### config.mk
export PLATFORM = sky130hd
export DESIGN_NAME = io_bus_ctrl
export DESIGN_NICKNAME = d
export VERILOG_FILES = /design/src/rtl/io_bus_pkg.sv /design/src/rtl/io_ws_table.sv /design/src/rtl/io_bus_ctrl.sv
export SDC_FILE = /design/constraint.sdc
export NUM_CORES = 1
export LEC_CHECK = 0
export ABC_AREA = 0
export CORE_AREA = 2 2 93 95
export DETAILED_ROUTE_END_ITERATION = 16
export DIE_AREA = 0 0 95 97
export PLACE_DENSITY = 0.81
export SYNTH_ARGS = -nofsm -noshare
export SYNTH_HDL_FRONTEND = slang
export SYNTH_SLANG_ARGS = --single-unit
### constraint.sdc
create_clock -name clk -period 1.7 [get_ports clk]
set_input_delay 0.34 -clock clk [delete_from_list [all_inputs] [get_ports clk]]
set_output_delay 0.34 -clock clk [all_outputs]
set_load 0.02 [all_outputs]
### src/rtl/io_bus_pkg.sv
// Shared types and constants for the CPU-side IO bus controller.
// The highest device index is never decoded; it doubles as the parked "no select" value.
package io_bus_pkg;
  localparam int          NUM_DEV      = 8;
  localparam int          DEV_W        = 3;
  localparam int          WS_W         = 4;
  localparam logic [2:0]  UNMAPPED_DEV = 3'd7;

  typedef enum logic [1:0] {
    ST_IDLE,
    ST_SETUP,
    ST_ACCESS,
    ST_DONE
  } bus_state_t;
endpackage

### src/rtl/io_ws_table.sv
// Per-device wait-state register file: one write port, one combinational read port.
module io_ws_table
  import io_bus_pkg::*;
#(
  parameter logic [WS_W-1:0] DEFAULT_WS = 4'd1
) (
  input  logic             clk,
  input  logic             reset,
  input  logic             wr_en,
  input  logic [DEV_W-1:0] wr_dev,
  input  logic [WS_W-1:0]  wr_ws,
  input  logic [DEV_W-1:0] rd_dev,
  output logic [WS_W-1:0]  rd_ws
);
  logic [WS_W-1:0] ws_reg [NUM_DEV];

  genvar gi;
  generate
    for (gi = 0; gi < NUM_DEV; gi++) begin : g_entry
      always_ff @(posedge clk) begin
        if (reset)
          ws_reg[gi] <= DEFAULT_WS;
        else if (wr_en && (wr_dev == DEV_W'(gi)))
          ws_reg[gi] <= wr_ws;
      end
    end
  endgenerate

  assign rd_ws = ws_reg[rd_dev];
endmodule

### src/rtl/io_bus_ctrl.sv
// CPU to IO-decode bus sequencer: IDLE -> SETUP -> ACCESS (ws+1 cycles) -> DONE,
// with a short-circuit error response for the unmapped device.
module io_bus_ctrl
  import io_bus_pkg::*;
#(
  parameter logic [WS_W-1:0] DEFAULT_WS = 4'd1
) (
  input  logic             clk,
  input  logic             reset,
  input  logic             cpu_req,
  input  logic             cpu_we,
  input  logic [DEV_W-1:0] cpu_dev,
  input  logic [1:0]       cpu_reg,
  input  logic [15:0]      cpu_wdata,
  output logic [15:0]      cpu_rdata,
  output logic             cpu_ack,
  output logic             cpu_err,
  output logic             cpu_busy,
  output logic [DEV_W-1:0] dev_sel,
  output logic [1:0]       reg_sel,
  output logic             we,
  output logic [15:0]      data_out,
  input  logic [15:0]      data_in,
  input  logic             cfg_we,
  input  logic [DEV_W-1:0] cfg_dev,
  input  logic [WS_W-1:0]  cfg_ws
);
  bus_state_t       state_reg, state_next;
  logic             we_reg;
  logic [DEV_W-1:0] dev_reg;
  logic [1:0]       reg_reg;
  logic [15:0]      wdata_reg;
  logic             err_reg;
  logic [WS_W-1:0]  count_reg;
  logic [15:0]      rdata_reg;
  logic [WS_W-1:0]  tbl_ws;

  io_ws_table #(.DEFAULT_WS(DEFAULT_WS)) u_ws_table (
    .clk    (clk),
    .reset  (reset),
    .wr_en  (cfg_we),
    .wr_dev (cfg_dev),
    .wr_ws  (cfg_ws),
    .rd_dev (dev_reg),
    .rd_ws  (tbl_ws)
  );

  always_ff @(posedge clk) begin
    if (reset) begin
      state_reg <= ST_IDLE;
      we_reg    <= 1'b0;
      dev_reg   <= UNMAPPED_DEV;
      reg_reg   <= '0;
      wdata_reg <= '0;
      err_reg   <= 1'b0;
      count_reg <= '0;
      rdata_reg <= '0;
    end else begin
      state_reg <= state_next;
      if (state_reg == ST_IDLE && cpu_req) begin
        err_reg <= (cpu_dev == UNMAPPED_DEV);
        if (cpu_dev != UNMAPPED_DEV) begin
          we_reg    <= cpu_we;
          dev_reg   <= cpu_dev;
          reg_reg   <= cpu_reg;
          wdata_reg <= cpu_wdata;
        end
      end
      // Table is read in SETUP, so a cfg write landing on the acceptance edge is honoured.
      if (state_reg == ST_SETUP)
        count_reg <= tbl_ws;
      if (state_reg == ST_ACCESS) begin
        if (count_reg != '0)
          count_reg <= count_reg - 1'b1;
        else if (!we_reg)
          rdata_reg <= data_in;
      end
    end
  end

  always_comb begin
    state_next = state_reg;
    dev_sel    = UNMAPPED_DEV;
    reg_sel    = '0;
    we         = 1'b0;
    data_out   = '0;
    cpu_ack    = 1'b0;
    cpu_err    = 1'b0;
    cpu_busy   = (state_reg != ST_IDLE);
    case (state_reg)
      ST_IDLE: begin
        if (cpu_req)
          state_next = (cpu_dev == UNMAPPED_DEV) ? ST_DONE : ST_SETUP;
      end
      ST_SETUP: begin
        dev_sel    = dev_reg;
        reg_sel    = reg_reg;
        data_out   = wdata_reg;
        state_next = ST_ACCESS;
      end
      ST_ACCESS: begin
        dev_sel  = dev_reg;
        reg_sel  = reg_reg;
        data_out = wdata_reg;
        we       = we_reg;
        if (count_reg == '0)
          state_next = ST_DONE;
      end
      ST_DONE: begin
        cpu_ack    = 1'b1;
        cpu_err    = err_reg;
        state_next = ST_IDLE;
      end
      default: state_next = ST_IDLE;
    endcase
  end

  assign cpu_rdata = rdata_reg;
endmodule

======== After elaboration in Yosys (flattened, before gate mapping) ========
Memories as Yosys holds them, arrays and structs flattened. A register that Yosys moved wholly into a read port is not among the register bits.
Cells that the tools add are included.
Widths: inputs -> output; s select.
storage, ports and cells
  word-level logic and storage cells ...... 101
  bits in registers ....................... 45
  output and inout bits ................... 41
  bits of input ports ..................... 49
  memories ................................ 1
  RAM bits ................................ 32
memories
  memory             depth  bits a word  rd ports  clocked after memory_dff  write ports  line               source
  u_ws_table.ws_reg  8      4            1         1                         8            io_ws_table.sv:15  logic [WS_W-1:0] ws_reg [NUM_DEV];
cells by class
  add/subtract/negate cells ............... 1
  equal/unequal tests ..................... 14
  bitwise logic cells ..................... 10
  reduce and logical (&&, ||, !) cells .... 18
  multiplexer cells ....................... 49
operators with widths
  kind                 count
  $mux 4               11
  $mux 1               29
  $mux 16              1
  $eq 3x3->1 const B   5
  $logic_and 1x1->1    9
  $mux 3               3
  $mux 2               4
  $or 1x1->1           8
  $pmux 2 s4           1
  $eq 3x2->1 const B   2
  $eq 2x2->1 const B   2
  $logic_not 4->1      1
  $reduce_and 2->1     2
  $reduce_bool 4->1    1
  $sub 4x1->4 const B  1
  $eq 3x1->1 const B   1
  $logic_not 3->1      1
  $ne 3x3->1 const B   1
  $reduce_and 3->1     1
  $eq 2x1->1 const B   1
  $logic_not 2->1      1
  $ne 2x1->1 const B   1
  $ne 2x2->1 const B   1
  $not 1->1            2
  2 further kinds      2

======== Logic depth before layout (Yosys ltp) ========
  depth after elaboration ................. 6
  depth in mapped cells ................... 9

======== Hierarchy ========
Synthesis repeated with hierarchy kept, for this count alone.
second synthesis, totals
  cells, all modules ...................... 343
  area, all modules ....................... 3,540.9 sq um
modules (own cells, without submodules)
  module       cells each  instances  area each (sq um)
  io_bus_ctrl  243         1          1,950.6
  io_ws_table  100         1          1,590.3

======== Worst setup path after synthesis ========
No wires, ideal clock.
  path kind ............................... register -> register
  start ................................... register state_reg[0]
  end ..................................... register rdata_reg[10], in the netlist cpu_rdata[10]
  stages on the path, launching flop included .. 10
  library setup time ...................... 132 ps
  data arrival time ....................... 1,592 ps
  setup slack ............................. -24 ps
  cell sequence ........................... dfxtp_1 inv_1 ha_1 buf_2 nand2_1 or4_1 clkbuf_1 buf_2 nand2_1 a21oi_1
on the way
  word-level cells in the longest chain between the ends .. 2
RTL lines
  element                     line               source
  start: declaration          io_bus_ctrl.sv:28  bus_state_t state_reg, state_next;
  start signal: assignment    io_bus_ctrl.sv:59  state_reg <= state_next;
  $eq 2x2->1                  io_bus_ctrl.sv:72  if (state_reg == ST_ACCESS) begin
  $reduce_and 3->1 (no line)  n/a
  end signal: assignment      io_bus_ctrl.sv:76  rdata_reg <= data_in;
  end: declaration            io_bus_ctrl.sv:35  logic [15:0] rdata_reg;
Every way passes these cells.
A chain may end at the register's enable or synchronous reset.

======== Final worst setup path ========
  start ................................... register state_reg[0]
  end ..................................... output port data_out[5]
on the way
  word-level cells in the longest chain between the ends .. 3
  elaborated cells between the ends (all ways) .. 4
RTL lines
  element                                          line               source
  $eq 2x1->1 / $eq 2x2->1 (equally long branches)  io_bus_ctrl.sv:90  case (state_reg)
  $reduce_or 2->1 (no line) *                      n/a
  $mux 16 *                                        io_bus_ctrl.sv:90
  end: declaration                                 io_bus_ctrl.sv:22  output logic [15:0] data_out,
Mark *: on every way between the ends. The rest lies on a longest branch, timed or not.

==> flow_metrics.py <==
metrics = {
    "floorplan": {
        "die_h_um": 97,
        "die_w_um": 95,
        "die-area_um2": 9220,
        "start_util_pct": 43.1,
        "rows": 33,
        "core_um2": 8130,
        "io_pins": 90,
    },
    "clock_network": {
        "numCtsBuffers": 9,
        "cts_buffer_depth": 2,
        "clockRootBuffer": "clkbuf_8",
        "htree_levels": 3,
        "ctsHoldBuffers": 0,
        "cts_tree": "built",
        "cts.sinks": 80,
        "cts.clk_slew.worst_paths_ns": 0.09,
        "clkLatencyLatePin_ns": 0.35,
    },
    "setup_path": {
        "end_kind": "output port",
        "r2r_cells": 8,
        "reg2reg_from": "state_reg[0]$_SDFFE_PP0P_",
        "cp.arrival_ns": 1.44,
        "crit_fanout": 6,
        "rr_endpoint": "cpu_rdata[6]$_SDFFE_PP0P_",
        "reg2reg_slack_ns": 0.06,
        "startpoint_type": "register",
        "criticalPathCategory": "register to output port",
        "cp.required_ns": 1.36,
    },
    "synthesis": {
        "synth_seq_area_share_pct": 54.8,
        "synth-edff-count": 32,
        "synth_nets": 410,
        "yosys_register_bits": 80,
        "ys.flop_type": "dfxtp_1",
        "ys_warn_count": 0,
        "netlist_instances": 355,
        "synth.cell_area_um2": 3510,
        "ys_types": 38,
        "synthArstFlopShare_pct": 0,
        "avgSynthCellArea_um2": 9.88,
    },
    "power_and_ir_drop": {
        "p_total_mw": 6.98,
        "power_density_nw_per_um2": 1350,
        "netSwitchingFraction_pct": 35.1,
        "irDropWorstVdd_uv": 605,
        "power.net_switching_mw": 2.45,
        "pwr-share-clk_pct": 19.5,
        "power_leakage_nw": 1.99,
        "power_frac_seq_pct": 36.6,
        "intPower_mw": 4.53,
        "pwr-share-comb_pct": 43.8,
    },
    "grt": {
        "grt.overflow.total": 0,
        "grt_pass1_vias": 2958,
        "grt_pass1_wl_um": 14100,
        "groute.usage.overall_pct": 19.8,
        "antenna_found_initial": 0,
        "grt_max_degree": 44,
    },
    "final_layout": {
        "largest_register_ffs": 32,
        "final_common_cell": "nand2_1",
        "syn_to_final_growth_pct": 47.4,
        "fill_cells": 655,
        "most-common-layout-cells": "nand2_1 (80), clkdlybuf4s50_1 (64), dfxtp_1 (44)",
        "nNetsFinal": 539,
        "drive_gt1_share_pct": 26.4,
        "stdcell_area_um2": 5170,
        "antennaDiodeCount": 0,
    },
    "hold_path": {
        "min_from": "cpu_rdata[7]$_SDFFE_PP0P_",
        "hp-class": "register to register",
        "min_to": "cpu_rdata[7]$_SDFFE_PP0P_",
        "holdPathStages": 2,
    },
    "outcome": {
        "violations": "setup timing",
        "status": "complete, but fails checks",
    },
    "sta": {
        "fin_tns_setup_ns": -1.20,
        "finalHoldViolCount": 0,
        "finalCritPeriodShare_pct": 105,
        "post-route-min-period_ns": 1.78,
        "worstMarginPinSlew_ns": 0.444,
        "drv_slew": 0,
        "setup_viol": 22,
        "setup_ws_ns": -0.0768,
        "fmax_mhz": 563,
        "rsz0062_at_grt": "true",
        "relSlewSlack_pct": 70.4,
        "finClkSkew_ns": 0.0175,
    },
    "detailed_routing": {
        "ant_nets": 0,
        "detail_route.wl_per_cell_um": 15.4,
        "routed_wl_um": 9130,
        "vias": 2993,
        "drtIter0Drc": 131,
        "drc_errors": 0,
        "vias_per_cell": 5.04,
        "drt_first_pass_iters": 4,
    },
    "run": {
        "max-cap-violations": 0,
    },
    "place": {
        "hpwl_um": 6550,
        "place_area_um2": 4750,
        "gp_congestion": 0.802,
        "port_buffers": 89,
    },
}
==> cells in the mapped netlist, types with 2 or more instances <==
library cell,count,area [µm²]
mux4_2,7,158
nor2b_1,2,12.5
edfxtp_1,32,961
clkbuf_1,14,52.6
mux2_2,2,22.5
a21oi_1,41,205
o21ai_1,7,35.0
or3_1,6,37.5
buf_2,3,15.0
ha_1,6,75.1
nand3_1,6,30.0
a31oi_1,2,12.5
inv_1,8,30.0
nor3_1,3,15.0
dfxtp_1,48,961
and2_1,44,275
mux2i_1,5,50.1
nand2_1,80,300
nand2b_1,9,56.3
nor2_1,9,33.8
a211oi_1,2,15.0
o31ai_1,3,22.5
==> worst max-delay path, cell delays in order, from the launching register on <==
cell and delay [ns]:
dfxtp_2 0.35, inv_2 0.05, ha_4 0.30, buf_6 0.13, and2_4 0.14, buf_6 0.11
==> how the worst max path moves through the flow <==
stage,from,to,depth (start not counted)
final,state_reg[0]$_SDFFE_PP0P_,data_out[5],5
after global routing,state_reg[0]$_SDFFE_PP0P_,data_out[8],5
after CTS,state_reg[0]$_SDFFE_PP0P_,data_out[14],5
after detailed placement,state_reg[0]$_SDFFE_PP0P_,data_out[14],5
after global placement,state_reg[0]$_SDFFE_PP0P_,data_out[11],5
after floorplan,state_reg[0]$_SDFFE_PP0P_,cpu_rdata[10]$_SDFFE_PP0P_,9
==> logic make-up after synthesis <==
family / share of synthesized area [%]
buf+inv: 3.35
flops: 54.8
simple gates: 22.9
compound gates: 10.2
mux: 6.56
fa+ha+maj: 2.14
==> timing repair <==
| item | in CTS | in global routing |
|---|---|---|
| endpoints found under the setup margin | 29 | 26 |
| cloned | 2 | 0 |
| buffers inserted | 2 | 4 |
| resized for setup | 170 | 16 |
| pin swaps | 13 | 8 |
==> layer usage <==
layer / GRT usage, % / vias to the layer above / wire [µm]
met2: 34.5 / 95 / 4700
li1: - / 1478 / -
met4: 10.6 / 0 / 212
met3: 4.36 / 17 / 549
met5: 0 / - / 0
met1: 22.2 / 1403 / 3670
==> power by group through the flow <==
stage | Clock (mW) | Combinational, mW | Sequential [mW]
2_1_floorplan | 0 | 1.35 | 2.58
3_3_place_gp | 0 | 2.37 | 2.55
3_5_place_dp | 0 | 2.47 | 2.57
4_1_cts | 1.38 | 2.87 | 2.54
5_1_grt | 1.47 | 3.33 | 2.59
6_report | 1.36 | 3.06 | 2.56
==> area by class of cell <==
cell class | count | area [µm²] | area share [%]
sequential | 80 | 1930 | 37.3
multi-input combinational | 247 | 1580 | 30.5
timing repair buffer | 137 | 1310 | 25.3
clock buffer | 13 | 171 | 3.31
tap | 105 | 131 | 2.54
inverter | 9 | 33.8 | 0.653
clock inverter | 3 | 22.5 | 0.436
==> per-stage QoR <==
step | hold WS [ns] | util, % | worst slack (ns) | std cells
2_1_floorplan | 0.432 | - | 0.000449 | 355
3_3_place_gp | 0.440 | 58.4 | -0.179 | 571
3_5_place_dp | 0.446 | 58.4 | -0.250 | 571
4_1_cts | 0.460 | 62.5 | -0.0919 | 591
5_1_grt | 0.473 | 63.6 | -0.136 | 594
6_report | 0.458 | 63.6 | -0.0768 | 594
Power figures use the tool's default switching activity.
